**config.mk**
```make
export PLATFORM = sky130hd
export DESIGN_NAME = load_store_unit
export DESIGN_NICKNAME = d
export VERILOG_FILES = /design/src/rtl/load_store_unit.sv
export SDC_FILE = /design/constraint.sdc
export NUM_CORES = 1
export LEC_CHECK = 0
export ABC_AREA = 1
export BUFFER_PORTS_ARGS = -buffer_cell sky130_fd_sc_hd__buf_2
export CELL_PAD_IN_SITES_DETAIL_PLACEMENT = 1
export CELL_PAD_IN_SITES_GLOBAL_PLACEMENT = 1
export CORE_AREA = 2 2 141 143
export CTS_CLUSTER_DIAMETER = 40
export CTS_CLUSTER_SIZE = 25
export DETAILED_ROUTE_END_ITERATION = 12
export DIE_AREA = 0 0 143 145
export PLACE_DENSITY = 0.8
export SLEW_MARGIN = 25
export SYNTH_ARGS = -nofsm -noshare
export SYNTH_HDL_FRONTEND = slang
export SYNTH_SLANG_ARGS = --single-unit
```
**constraint.sdc**
```tcl
create_clock -name i_clk -period 4.7 [get_ports i_clk]
set_input_delay 0 -clock i_clk [delete_from_list [all_inputs] [get_ports i_clk]]
set_output_delay 0 -clock i_clk [all_outputs]
set_load 0.01 [all_outputs]
```
**src/rtl/load_store_unit.sv**
```systemverilog
// ---------------------------------------------------------------------------
// load_store_unit
//
// Purpose:
//   Memory-stage access controller between the MIPS32 pipeline and the
//   word-addressed data memory (words 1024..2047). Byte-addressed loads and
//   stores (LW/LH/LHU/LB/LBU/SW/SH/SB) are turned into whole-word accesses.
//   Loads are sign- or zero-extended. Sub-word stores use a read-modify-write
//   sequence. Misaligned and out-of-range addresses complete at once with err.
//   Byte order is big-endian: byte offset 0 is bits [31:24].
//
// Ports:
//   i_clk          rising-edge clock
//   i_rst_n        synchronous active-low reset
//   i_req          request strobe, sampled only while idle
//   i_memOp        0=LW 1=LH 2=LHU 3=LB 4=LBU 5=SW 6=SH 7=SB
//   i_addr         byte address
//   i_wdata        store data (SH uses [15:0], SB uses [7:0])
//   o_busy         high in every state except IDLE
//   o_done         one-cycle completion pulse
//   o_err          valid with o_done; misaligned or out-of-range address
//   o_rdata        extended load result, held between loads
//   o_dmAddr       word address to data memory (latched addr[12:2])
//   o_dmWriteData  word written to data memory
//   o_dmMemWrite   data memory write enable
//   o_dmMemRead    data memory read enable
//   i_dmReadData   combinational data memory read port
// ---------------------------------------------------------------------------
module load_store_unit #(
    parameter logic [31:0] BASE_BYTE  = 32'h0000_1000,
    parameter logic [31:0] LIMIT_BYTE = 32'h0000_1FFF
) (
    input  logic        i_clk,
    input  logic        i_rst_n,
    input  logic        i_req,
    input  logic [2:0]  i_memOp,
    input  logic [31:0] i_addr,
    input  logic [31:0] i_wdata,
    output logic        o_busy,
    output logic        o_done,
    output logic        o_err,
    output logic [31:0] o_rdata,
    output logic [10:0] o_dmAddr,
    output logic [31:0] o_dmWriteData,
    output logic        o_dmMemWrite,
    output logic        o_dmMemRead,
    input  logic [31:0] i_dmReadData
);

    localparam logic [2:0] OP_LW  = 3'd0;
    localparam logic [2:0] OP_LH  = 3'd1;
    localparam logic [2:0] OP_LHU = 3'd2;
    localparam logic [2:0] OP_LB  = 3'd3;
    localparam logic [2:0] OP_LBU = 3'd4;
    localparam logic [2:0] OP_SW  = 3'd5;
    localparam logic [2:0] OP_SH  = 3'd6;
    localparam logic [2:0] OP_SB  = 3'd7;

    typedef enum logic [1:0] {
        S_IDLE     = 2'd0,
        S_ACCESS   = 2'd1,
        S_MERGE_WR = 2'd2,
        S_DONE     = 2'd3
    } state_t;

    state_t      r_state;
    logic [2:0]  r_memOp;
    logic [1:0]  r_offset;
    logic [15:0] r_wdata;
    logic [31:0] r_merge;
    logic        r_busy;
    logic        r_done;
    logic        r_err;
    logic [31:0] r_rdata;
    logic [10:0] r_dmAddr;
    logic [31:0] r_dmWriteData;
    logic        r_dmMemWrite;
    logic        r_dmMemRead;

    logic        w_inRange;
    logic        w_misaligned;
    logic        w_legal;
    logic        w_isLoad;
    logic        w_isSubStore;
    logic [15:0] w_half;
    logic [7:0]  w_byte;
    logic [31:0] w_loadData;
    logic [31:0] w_mergedWord;

    // Legality of the incoming request, judged on the live inputs in IDLE.
    always_comb begin
        w_inRange    = (i_addr >= BASE_BYTE) && (i_addr <= LIMIT_BYTE);
        w_misaligned = 1'b0;
        case (i_memOp)
            OP_LW, OP_SW:         w_misaligned = (i_addr[1:0] != 2'b00);
            OP_LH, OP_LHU, OP_SH: w_misaligned = i_addr[0];
            default:              w_misaligned = 1'b0;
        endcase
        w_legal = w_inRange && !w_misaligned;
    end

    // Operation class of the latched request.
    always_comb begin
        w_isLoad     = (r_memOp <= OP_LBU);
        w_isSubStore = (r_memOp == OP_SH) || (r_memOp == OP_SB);
    end

    // Lane selection and extension of the word read in ACCESS (big-endian).
    always_comb begin
        w_half = r_offset[1] ? i_dmReadData[15:0] : i_dmReadData[31:16];
        case (r_offset)
            2'd0:    w_byte = i_dmReadData[31:24];
            2'd1:    w_byte = i_dmReadData[23:16];
            2'd2:    w_byte = i_dmReadData[15:8];
            default: w_byte = i_dmReadData[7:0];
        endcase
        case (r_memOp)
            OP_LH:   w_loadData = {{16{w_half[15]}}, w_half};
            OP_LHU:  w_loadData = {16'h0000, w_half};
            OP_LB:   w_loadData = {{24{w_byte[7]}}, w_byte};
            OP_LBU:  w_loadData = {24'h00_0000, w_byte};
            default: w_loadData = i_dmReadData;
        endcase
    end

    // Merge register with the target lane replaced by the store data.
    always_comb begin
        w_mergedWord = r_merge;
        if (r_memOp == OP_SH) begin
            if (r_offset[1]) begin
                w_mergedWord[15:0] = r_wdata;
            end else begin
                w_mergedWord[31:16] = r_wdata;
            end
        end else begin
            case (r_offset)
                2'd0:    w_mergedWord[31:24] = r_wdata[7:0];
                2'd1:    w_mergedWord[23:16] = r_wdata[7:0];
                2'd2:    w_mergedWord[15:8]  = r_wdata[7:0];
                default: w_mergedWord[7:0]   = r_wdata[7:0];
            endcase
        end
    end

    // Control FSM. All pipeline-facing and memory-facing strobes are
    // registered here, so req never reaches a dm* output combinationally.
    always_ff @(posedge i_clk) begin
        if (!i_rst_n) begin
            r_state       <= S_IDLE;
            r_memOp       <= OP_LW;
            r_offset      <= 2'd0;
            r_wdata       <= 16'h0000;
            r_merge       <= 32'h0000_0000;
            r_busy        <= 1'b0;
            r_done        <= 1'b0;
            r_err         <= 1'b0;
            r_rdata       <= 32'h0000_0000;
            r_dmAddr      <= 11'd0;
            r_dmWriteData <= 32'h0000_0000;
            r_dmMemWrite  <= 1'b0;
            r_dmMemRead   <= 1'b0;
        end else begin
            case (r_state)
                S_IDLE: begin
                    r_done <= 1'b0;
                    r_err  <= 1'b0;
                    if (i_req) begin
                        r_busy <= 1'b1;
                        if (w_legal) begin
                            r_state  <= S_ACCESS;
                            r_memOp  <= i_memOp;
                            r_offset <= i_addr[1:0];
                            r_wdata  <= i_wdata[15:0];
                            r_dmAddr <= i_addr[12:2];
                            if (i_memOp == OP_SW) begin
                                r_dmMemWrite  <= 1'b1;
                                r_dmWriteData <= i_wdata;
                            end else begin
                                // Loads and the read half of SH/SB.
                                r_dmMemRead <= 1'b1;
                            end
                        end else begin
                            // Illegal request: finish immediately, no strobe.
                            r_state <= S_DONE;
                            r_done  <= 1'b1;
                            r_err   <= 1'b1;
                        end
                    end
                end

                S_ACCESS: begin
                    r_dmMemRead  <= 1'b0;
                    r_dmMemWrite <= 1'b0;
                    if (w_isSubStore) begin
                        r_merge      <= i_dmReadData;
                        r_dmMemWrite <= 1'b1;
                        r_state      <= S_MERGE_WR;
                    end else begin
                        if (w_isLoad) begin
                            r_rdata <= w_loadData;
                        end
                        r_done  <= 1'b1;
                        r_state <= S_DONE;
                    end
                end

                S_MERGE_WR: begin
                    // Keep the written word visible after the write completes.
                    r_dmMemWrite  <= 1'b0;
                    r_dmWriteData <= w_mergedWord;
                    r_done        <= 1'b1;
                    r_state       <= S_DONE;
                end

                S_DONE: begin
                    r_done  <= 1'b0;
                    r_err   <= 1'b0;
                    r_busy  <= 1'b0;
                    r_state <= S_IDLE;
                end

                default: begin
                    r_state <= S_IDLE;
                end
            endcase
        end
    end

    // During MERGE_WR the written word comes straight from the merge
    // register; the write enable is masked by reset so an abandoned access
    // never reaches memory.
    always_comb begin
        o_busy        = r_busy;
        o_done        = r_done;
        o_err         = r_err;
        o_rdata       = r_rdata;
        o_dmAddr      = r_dmAddr;
        o_dmWriteData = (r_state == S_MERGE_WR) ? w_mergedWord : r_dmWriteData;
        o_dmMemWrite  = r_dmMemWrite && i_rst_n;
        o_dmMemRead   = r_dmMemRead;
    end

endmodule

```
# After elaboration in Yosys (flattened, before gate mapping)
# Cells that the tools add are included.
[word_totals]
regBits = 135
in_bits = 102
[classes]
magnitude_cmp = 3
n_eq_ne = 20
mux = 36
bitwise_logic = 1
reduce_logical = 23
[ops]
columns = ["operator", "count"]
rows = [
  ["2-to-1 mux 32 bit", 5],
  ["one-hot mux 32 bit (4 select lines)", 1],
  ["one-hot mux 32 bit (2 select lines)", 1],
  ["2-to-1 mux 16 bit", 3],
  [">= comparator 32 x 13 -> 1 bit (second input constant)", 1],
  ["less-or-equal comparator 32 x 13 -> 1 bit (second input constant)", 1],
  ["2-to-1 mux 8 bit", 4],
  ["one-hot mux 8 bit (3 select lines)", 1],
  ["== test 3 bit (second input constant)", 5],
  ["2-to-1 mux 1 bit", 12],
  ["AND reduction 4 bit", 3],
  ["!= test 2 bit (second input constant)", 5],
  ["== test 3 x 2 -> 1 bit (second input constant)", 3],
  ["one-hot mux 1 bit (2 select lines)", 4],
  ["one-hot mux 2 bit (4 select lines)", 1],
  ["nonzero test 2 bit", 4],
  ["== test 2 bit (second input constant)", 3],
  ["== test 3 x 1 -> 1 bit (second input constant)", 2],
  ["AND reduction 3 bit", 2],
  ["OR reduction 3 bit", 2],
  ["== test 2 x 1 -> 1 bit (second input constant)", 2],
  ["logical NOT 2 bit", 2],
  ["2-to-1 mux 2 bit", 2],
  ["one-hot mux 1 bit (4 select lines)", 1],
  ["other kinds (10)", 13],
]

# Longest topological paths before layout
# Gate-level depths: netlist of the first run.
[depth]
ltp_word = 8
depth_mapped = 12
depth_no_buf = 10

# Worst setup path before layout of the first run
# Ideal clock, no wire load.
[synth_path]
kind = "reg2reg"
start = "reg r_state[1]"
end = "reg r_done (netlist: o_done)"
setup_ns = 0.109
arrival_time_ns = 1.541
required_ns = 4.591
slack_ns = 3.051
stages_incl_launch_ff = 11
synth_period_minus_slack_ns = 1.649
path_cell_list = "dfxtp_1 > inv_1 > ha_1 > inv_1 > nor2_1 > inv_1 > clkbuf_1 > clkbuf_1 > nand3_1 > nand2_1 > inv_1"
[synth_via]
elab_chain_len = 2
word_cells_on_any_way = 6
[synth_rtl]
columns = ["item", "line", "text"]
rows = [
  ["from (decl)", "66", "state_t r_state;"],
  ["from (signal assigned)", "149", "r_state <= S_IDLE;"],
  ["from (signal assigned)", "170", "r_state <= S_ACCESS;"],
  ["from (signal assigned)", "184", "r_state <= S_DONE;"],
  ["== test 2 bit (tied with other cells)", "163", "case (r_state)"],
  ["one-hot mux 1 bit (4 select lines) or != test 2 bit (tied branches)", "--", ""],
  ["to (signal assigned)", "155", "r_done <= 1'b0;"],
  ["to (signal assigned)", "165", "r_done <= 1'b0;"],
  ["to (signal assigned)", "185", "r_done <= 1'b1;"],
  ["to (decl)", "72", "logic r_done;"],
]
# Parallel ways exist; a longest one is shown, timed or not.
# A chain may end at the register's enable or synchronous reset.

# Worst setup path in the final report of the first run
[layout_path]
start = "reg r_offset[1]"
end = "out o_dmWriteData[9]"
[layout_via]
elab_chain_len = 4
word_cells_on_any_way = 5
[layout_rtl]
columns = ["item", "line", "text"]
rows = [
  ["from (decl)", "68", "logic [1:0] r_offset;"],
  ["from (signal assigned)", "172", "r_offset <= i_addr[1:0];"],
  ["== test 2 bit", "136", "case (r_offset)"],
  ["2-to-1 mux 8 bit", "136", ""],
  ["2-to-1 mux 32 bit *", "129", "if (r_memOp == OP_SH) begin"],
  ["2-to-1 mux 32 bit *", "238", "o_dmWriteData = (r_state == S_MERGE_WR) ? w_mergedWord : r_dmWriteData;"],
  ["to (decl)", "44", "output logic [31:0] o_dmWriteData,"],
]
# Mark *: on every way between the ends. The rest lies on a longest branch, timed or not.

==> impl_metrics.json, run 1 <==
{
  "synth-adder-area-share": 0.008306,
  "fin_setup_tns_ns": 0,
  "seq_power_share": 0.324,
  "syn_to_final_growth_pct": 32.87,
  "start_util": 0.3922,
  "ys_ff_latch": 135,
  "cts_buffer_depth": 2,
  "synth-xor-area-share": 0,
  "wirelength_mm": 30.01,
  "area.sequential_um2": 2704,
  "critPathArrivalTime_ns": 2.89,
  "whs_ns": 0.02550,
  "cts_resized": 0,
  "cts_tree": "built",
  "rows": 51,
  "gp_congestion": 0.8929,
  "drt_first_pass_iters": 5,
  "clkLatencyLatePin_ns": 0.43,
  "cts_max_level": 4,
  "setup_viol": 0,
  "ir_worst_vdd_uv": 280.3,
  "mappedNetlistArea_um2": 7532,
  "grtUsageTotal": 0.2922,
  "synth_top_family_by_area": "compound AO/OA/AOI/OAI gates",
  "drt-vias-per-instance": 5.377,
  "io_buffers": 181,
  "crit_path_start_kind": "flip-flop",
  "synth_compound_area_frac": 0.2885,
  "layout_commonest_cell": "nand2_1",
  "die-width_um": 143,
  "synthMuxAreaShare": 0,
  "rsz0062_at_grt": "no",
  "path_class": "flip-flop to output pin",
  "path_cells": "buf_4 -> nand2_1 -> nand2_1 -> o21ai_0 -> o211ai_1 -> o21ai_0 -> buf_2",
  "p_leak_nw": 4.485,
  "cp_max_fo": 65,
  "p_comb_frac": 0.313,
  "drive_gt1_frac": 0.1736,
  "fin_nets": 1483,
  "grt_overflow": 0,
  "cp-end-kind": "output pin",
  "drv_cap": 0,
  "die_area_um2": 20740,
  "avgSynthCellArea_um2": 6.432,
  "ys_warn_count": 0,
  "critical_path.max_stage_delay_ns": 0.59,
  "grt_pass1_vias": 9241,
  "final_cell_mix": "245 x nand2_1, 184 x o21ai_0, 180 x buf_2",
  "cts_setup_buffers": 0,
  "dp_hpwl_mm": 19.32,
  "clock_sinks": 135,
  "ant_nets": 0,
  "slowest_stage": "buf_4",
  "grt_pass1_wl_mm": 48.48,
  "tightest_slew_ns": 1.057,
  "syn_inst": 1171,
  "p_int_mw": 2.973,
  "wire_per_inst_um": 18.14,
  "period_minus_slack_ns": 2.890,
  "fp.coreArea_um2": 19210,
  "hold_path_class": "primary input to flip-flop",
  "drv_slew": 0,
  "die-height_um": 145,
  "synth.distinct_cells": 30,
  "finalHoldViolCount": 0,
  "final.period_utilization": 0.6148,
  "p_switching_mw": 1.503,
  "nFillCells": 2538,
  "clock.fmax_ghz": 0.3461,
  "drc": 0,
  "clock-root-buffer": "clkbuf_16",
  "cts_hold_buf": 79,
  "required_ns": 4.70,
  "yosysSeqAreaShare": 0.3588,
  "fin_skew_ns": 0.01534,
  "synthSimpleGateAreaFrac": 0.2304,
  "antenna_found_initial": 1,
  "syn_nets": 1278,
  "switching_share": 0.3359,
  "clk_pin_slew_ns": 0.07,
  "status": "finished clean",
  "pwr-share-clk": 0.363,
  "max_slew_margin": 0.2942,
  "pin_count": 182,
  "power.density_nw_per_um2": 447.2,
  "multi_input_area_um2": 3996,
  "vias": 8894,
  "grt_max_degree": 85,
  "cts_buffers": 17,
  "drtIter0Drc": 592
}
worst max-delay path, delay by kind of cell (launching register included):
kind | cells | cell delay (ns)
AND/OR/NAND/NOR | 2 | 0.59
AO/OA/AOI/OAI | 3 | 0.51
flip-flops | 1 | 0.57
buffers and inverters | 2 | 0.75
through the flow:
step	cell area, µm²	total power, mW	std cells	util	setup slack (ns)
after floorplan	7532	2.312	1171	-	3.051
after global placement	8506	2.740	1543	0.4428	2.301
after detailed placement	8511	2.786	1543	0.4431	2.209
after CTS	10010	4.473	1653	0.5209	1.837
after global routing	10010	4.735	1654	0.5211	1.448
final	10010	4.476	1654	0.5211	1.810
power by group through the flow:
| stage | clock network [mW] | logic (mW) | registers (mW) |
|---|---|---|---|
| final | 1.62 | 1.40 | 1.45 |
| after global routing | 1.69 | 1.57 | 1.48 |
| after global placement | 0 | 1.27 | 1.47 |
| after CTS | 1.64 | 1.39 | 1.45 |
| after floorplan | 0 | 0.797 | 1.51 |
| after detailed placement | 0 | 1.32 | 1.47 |
cell usage after synthesis:
cell type | count | share of area
buf_1 | 4 | 0.0020
inv_2 | 4 | 0.0020
nor2_4 | 1 | 0.0015
o211ai_1 | 74 | 0.074
buf_4 | 3 | 0.0030
o21ai_4 | 1 | 0.0022
o221ai_1 | 8 | 0.0093
o21ai_0 | 184 | 0.12
nand2_1 | 246 | 0.12
nor2_1 | 118 | 0.059
and2_0 | 1 | 0.00083
nand2_2 | 2 | 0.0017
a41oi_1 | 6 | 0.0070
clkbuf_1 | 57 | 0.028
a221oi_1 | 1 | 0.0012
dfxtp_1 | 135 | 0.36
nand4_1 | 2 | 0.0017
buf_2 | 17 | 0.011
or2_2 | 1 | 0.00083
nor3_1 | 1 | 0.00066
inv_1 | 132 | 0.066
o211ai_4 | 1 | 0.0028
nand3_2 | 1 | 0.0013
ha_1 | 5 | 0.0083
a21oi_1 | 103 | 0.068
a31oi_1 | 2 | 0.0017
nor2_2 | 2 | 0.0017
nand3_1 | 57 | 0.038
buf_6 | 1 | 0.0015
nand3b_1 | 1 | 0.0010
logic make-up after synthesis:
kind of cell	after synthesis
and+or+nand+nor	433
AOI/OAI and AO/OA	380
buffers and inverters	218
DFF	135
adders and majority gates	5
registers in the layout (all words and copies together), names as in the netlist:
register	flops
r_dmMemWrite	1
o_busy	1
r_memOp	3
r_offset	2
r_state	2
o_done	1
r_dmWriteData	32
o_rdata	32
o_dmAddr	11
r_merge	32
r_wdata	16
o_dmMemRead	1
o_err	1
routing by layer:
layer | track usage | share of wire
met5 | 0 | 0
met4 | 0.1129 | 0.031
met3 | 0.05248 | 0.059
met2 | 0.5017 | 0.49
met1 | 0.3601 | 0.42
final timing paths:
kind                    from                end  slack (ns)  cells past startpoint
min reg2reg      o_dmAddr[3]        o_dmAddr[3]        0.45                      2
max              r_offset[1]   o_dmWriteData[9]        1.81                      7
max reg2reg      r_offset[1]  r_dmWriteData[10]        2.17                      8
min          i_dmReadData[7]         r_merge[7]        0.03                      3
final cells by class:
cell class / count / share of cell area
Inverter: 136 / 0.05101
Clock inverter: 14 / 0.02788
Clock buffer: 17 / 0.04251
Sequential cell: 135 / 0.2702
Timing Repair Buffer: 268 / 0.1758
Multi-Input combinational cell: 818 / 0.3993
Antenna cell: 1 / 0.0002500
Tap cell: 265 / 0.03313
(Power assumes the default switching activity.)
==> run 2, diff against run 1 <==
CORE_AREA = 2 2 146 148   (was 2 2 141 143)
DIE_AREA = 0 0 148 150   (was 0 0 143 145)
PLACE_DENSITY = 0.75   (was 0.8)
clock period = 2.69 ns   (was 4.7 ns; I/O delays follow)
==> run 2 against run 1 <==
  * Sequential cell count did not move
  * Combinational power up 76%
  * First-iteration DRC count is 11% lower
  * Final cell count is 1.3% higher
  * Highest routed layer unchanged
  * Non-clock buffer count is 11 higher
  * Die area is 7.1% higher
  * Critical endpoint is now o_dmWriteData[13]
  * Critical path depth fell by 1
  * Via count shrank 1.5%
  * Register-to-register slack worse by 1.7 ns
  * Clock skew fell by 0.0060 ns
  * Clock power rose by 45%
==> impl_metrics.json, run 2 (synthesis results as in run 1) <==
{
  "crit_path_start_kind": "flip-flop",
  "path_cells": "inv_1 -> nand2_1 -> o21ai_0 -> o211ai_1 -> o21ai_0 -> buf_2",
  "stdcell_area_um2": 10060,
  "wire_per_inst_um": 17.31,
  "rows": 53,
  "dp_hpwl_mm": 20.11,
  "grt_max_degree": 69,
  "antenna_found_initial": 0,
  "clkLatencyLatePin_ns": 0.43,
  "vias": 8759,
  "required_ns": 2.69,
  "drv_slew": 0,
  "clk_pin_slew_ns": 0.06,
  "whs_ns": 0.1220,
  "hold_path_class": "primary input to flip-flop",
  "use_met1": 0.3329,
  "cp-end-kind": "output pin",
  "fp.coreArea_um2": 20690,
  "power.density_nw_per_um2": 731.3,
  "setup_viol": 0,
  "drv_cap": 0,
  "cts_buffer_depth": 2,
  "grt_pass1_wl_mm": 46.13,
  "gp_congestion": 0.9048,
  "layout_commonest_cell": "nand2_1",
  "stdcell_count": 1675,
  "critPathArrivalTime_ns": 2.41,
  "slowest_stage": "dfxtp_1",
  "wirelength_mm": 28.99,
  "die-width_um": 148,
  "drt-vias-per-instance": 5.229,
  "die_area_um2": 22200,
  "critical_path.max_stage_delay_ns": 0.58,
  "nFillCells": 2742,
  "fin_skew_ns": 0.009356,
  "grtUsageTotal": 0.2622,
  "clock.fmax_ghz": 0.4142,
  "grt_overflow": 0,
  "grt_pass1_vias": 8790,
  "grt.busiest_layer": "met2",
  "cts_setup_buffers": 0,
  "drive_gt1_frac": 0.1779,
  "period_minus_slack_ns": 2.414,
  "pin_count": 182,
  "clock-root-buffer": "clkbuf_16",
  "utilization": 0.4864,
  "io_buffers": 181,
  "fin_setup_tns_ns": 0,
  "rsz0062_at_grt": "no",
  "place_inst": 1563,
  "syn_to_final_growth_pct": 33.60,
  "cp_common_cell": "o21ai_0",
  "fin_nets": 1494,
  "ir_worst_vdd_uv": 454.2,
  "die-height_um": 150,
  "drtIter0Drc": 528,
  "dpl_cell_area_um2": 8671,
  "ant_nets": 0,
  "tightest_slew_ns": 0.8404,
  "antenna_cells": 0,
  "path_class": "flip-flop to output pin",
  "use_met2": 0.4472,
  "p_leak_nw": 4.507,
  "cts_max_level": 4,
  "cp_max_fo": 16,
  "final_cell_mix": "244 x nand2_1, 184 x o21ai_0, 180 x buf_2",
  "drc": 0,
  "finalHoldViolCount": 0,
  "cts_buffers": 17,
  "final.period_utilization": 0.8974,
  "status": "finished clean",
  "max_slew_margin": 0.4354,
  "start_util": 0.3641,
  "clock_sinks": 135,
  "grt_use_met3": 0.04970,
  "drt_first_pass_iters": 5,
  "cts_tree": "built"
}
-- run 2: changes by cell type in the layout (fill, tap and decap cells not counted), sizes merged --
cell         previous run  this run
inv                   136       137
clkbuf                 17        23
buf                   189       199
clkinvlp                2         1
dlygate4sd3            79        80
clkinv                  4         6
diode                   1         0
bufinv                  8         1
-- run 2: per-layer routing --
layer	share of wire	up-vias
met3	0.048	41
met2	0.48	258
met4	0.025	0
met5	0	-
li1	-	4314
met1	0.44	4146
-- run 2: final timing paths --
check	slack, ns	cells after the start	to	startpoint
worst min register to register	0.45	2	o_dmAddr[2]	o_dmAddr[2]
worst max-delay path	0.28	6	o_dmWriteData[13]	r_offset[0]
worst min-delay path	0.12	3	o_dmMemRead	i_rst_n
worst max register to register	0.46	8	o_dmAddr[9]	r_state[0]
-- run 2: what timing repair did --
| item | in CTS | in global routing |
|---|---|---|
| endpoints found under the hold margin | 105 | 0 |
| hold buffers | 80 | 0 |
| setup endpoints to repair | 0 | 5 |
| resized for setup | 0 | 1 |
-- run 2: power breakdown --
| group | total [mW] | internal [mW] | switching, mW |
|---|---|---|---|
| logic | 2.47 | 0.972 | 1.50 |
| clock network | 2.35 | 1.40 | 0.954 |
| registers | 2.53 | 2.37 | 0.163 |
-- run 2: cell type report --
type                       count  area (µm²)  share of cell area
clock inverter                 9       91.34            0.009076
inverter                     136       510.5             0.05073
tap                          275       344.1             0.03419
clock buffer                  23       498.0             0.04948
timing repair buffer         279        1919              0.1907
multi-input combinational    818        3996              0.3971
sequential                   135        2704              0.2687
-- run 2: metrics by stage --
stage / power [mW] / worst slack, ns
after floorplan: 4.040 / 1.041
after global placement: 4.858 / 0.6082
after detailed placement: 4.940 / 0.5059
after CTS: 7.381 / 0.1514
after global routing: 7.860 / 0.1016
final: 7.359 / 0.2759
-- run 2: critical path: cells and delay by family (launching register included) --
kind	cells	cell delay, ns
flip-flops	1	0.58
AO/OA/AOI/OAI	3	0.63
AND/OR/NAND/NOR	1	0.45
buffers and inverters	2	0.31
==> run 3, diff against run 2 <==
CORE_AREA = 2 2 144 146   (was 2 2 146 148)
CTS_BUF_LIST = sky130_fd_sc_hd__clkbuf_8   (was default)
DIE_AREA = 0 0 146 148   (was 0 0 148 150)
PLACE_DENSITY = 0.77   (was 0.75)
==> run 3 against run 2 <==
  * Setup slack improved by 0.021 ns
  * Combinational power about the same
  * Clock skew increased by 0.0036 ns
  * Critical path depth unchanged
  * Non-clock buffer count fell by 2
  * Largest cell class unchanged
  * Highest routed layer unchanged
==> impl_metrics.json, run 3 (synthesis results as in run 1) <==
{
  "setup_viol": 0,
  "status": "finished clean",
  "final_cell_mix": "244 x nand2_1, 184 x o21ai_0, 180 x buf_2",
  "die_area_um2": 21610,
  "wirelength_mm": 28.96,
  "ir_worst_vdd_uv": 420.1,
  "drv_cap": 0,
  "clk_pin_slew_ns": 0.07,
  "pin_count": 182,
  "cts_setup_buffers": 0,
  "fin_nets": 1492,
  "tightest_slew_ns": 0.8205,
  "finalPower_mw": 6.702,
  "cts_buffer_depth": 2,
  "grt_pass1_vias": 8593,
  "drive_gt1_frac": 0.1745,
  "finalHoldViolCount": 0,
  "grt_overflow": 0,
  "die-width_um": 146,
  "period_minus_slack_ns": 2.393,
  "place_inst": 1556,
  "cts_tree": "built",
  "rows": 52,
  "path_class": "flip-flop to output pin",
  "grt_max_degree": 67,
  "clock-root-buffer": "clkbuf_8",
  "fin_skew_ns": 0.01299,
  "dpl_cell_area_um2": 8650,
  "dp_hpwl_mm": 19.37,
  "stdcell_count": 1668,
  "drt-vias-per-instance": 5.285,
  "drt-met1-wl_mm": 12.98,
  "power.density_nw_per_um2": 681.9,
  "antenna_found_initial": 0,
  "drc": 0,
  "cp_max_fo": 64,
  "top_layer_used": "met4",
  "whs_ns": 0.04529,
  "layout_commonest_cell": "nand2_1",
  "cts_buffers": 17,
  "max_slew_margin": 0.4488,
  "drtIter0Drc": 601,
  "grt_pass1_wl_mm": 45.80,
  "drv_slew": 0,
  "grtUsageTotal": 0.2638,
  "wire_per_inst_um": 17.36,
  "io_buffers": 181,
  "fin_ws_ns": 0.2969,
  "clock.fmax_ghz": 0.4179,
  "clock_sinks": 135,
  "cp-end-kind": "output pin",
  "vias": 8816,
  "start_util": 0.3759,
  "fp.coreArea_um2": 20040,
  "syn_to_final_growth_pct": 30.50,
  "hold_path_class": "primary input to flip-flop",
  "cts_max_level": 4,
  "crit_path_start_kind": "flip-flop",
  "p_leak_nw": 4.411,
  "fin_setup_tns_ns": 0,
  "final.period_utilization": 0.8896,
  "required_ns": 2.69,
  "antenna_cells": 0,
  "ant_nets": 0,
  "rsz0062_at_grt": "no",
  "die-height_um": 148,
  "stdcell_area_um2": 9829,
  "utilization": 0.4905,
  "clkLatencyLatePin_ns": 0.45,
  "met3_length_mm": 1.403,
  "route.met2.wl_mm": 14.01,
  "gp_congestion": 0.9116,
  "drt_first_pass_iters": 5,
  "place_ws_ns": 0.5923,
  "critPathArrivalTime_ns": 2.39
}
run 3: cell types whose count changed in the layout (fill, tap and decap cells not counted), sizes merged:
cell / previous run / this run
buf: 199 / 197
clkinvlp: 1 / 2
clkinv: 6 / 5
bufinv: 1 / 2
inv: 137 / 140
clkbuf: 23 / 19
run 3: repair_timing:
action / CTS / global route
gates resized for setup: 0 / 1
endpoints found under the setup margin: 0 / 8
endpoints found under the hold margin: 109 / 0
hold buffers: 80 / 0
run 3: final timing paths:
path	startpoint	end	slack, ns	cells after the start
max	r_offset[1]	o_dmWriteData[26]	0.30	6
min reg2reg	o_dmAddr[3]	o_dmAddr[3]	0.45	2
max reg2reg	r_offset[0]	o_rdata[26]	0.61	5
min	i_rst_n	o_dmMemRead	0.05	3
run 3: critical path, cell delays in order, from the launching register on:
cell      delay, ns
dfxtp_2        0.56
buf_4          0.61
nand2_1        0.15
o211ai_1       0.14
o211ai_1       0.21
o21ai_0        0.12
buf_2          0.15
run 3: layout make-up:
| type | instances | area, µm² |
|---|---|---|
| Fill cell | 2704 | 10210 |
| Timing Repair Buffer | 277 | 1904 |
| Tap cell | 270 | 337.8 |
| Clock inverter | 13 | 115.1 |
| Sequential cell | 135 | 2704 |
| Inverter | 136 | 510.5 |
| Clock buffer | 19 | 261.5 |
| Multi-Input combinational cell | 818 | 3996 |
run 3: layer usage:
layer  up-vias  track usage
li1       4304            -
met1      4220       0.3425
met2       254       0.4550
met3        38      0.04475
met4         0      0.07039
met5         -            0
run 3: report_power, final:
part	switching [mW]	internal, mW
sequential	0.161	2.37
clock	0.819	0.850
combinational	1.52	0.983
total	2.50	4.20
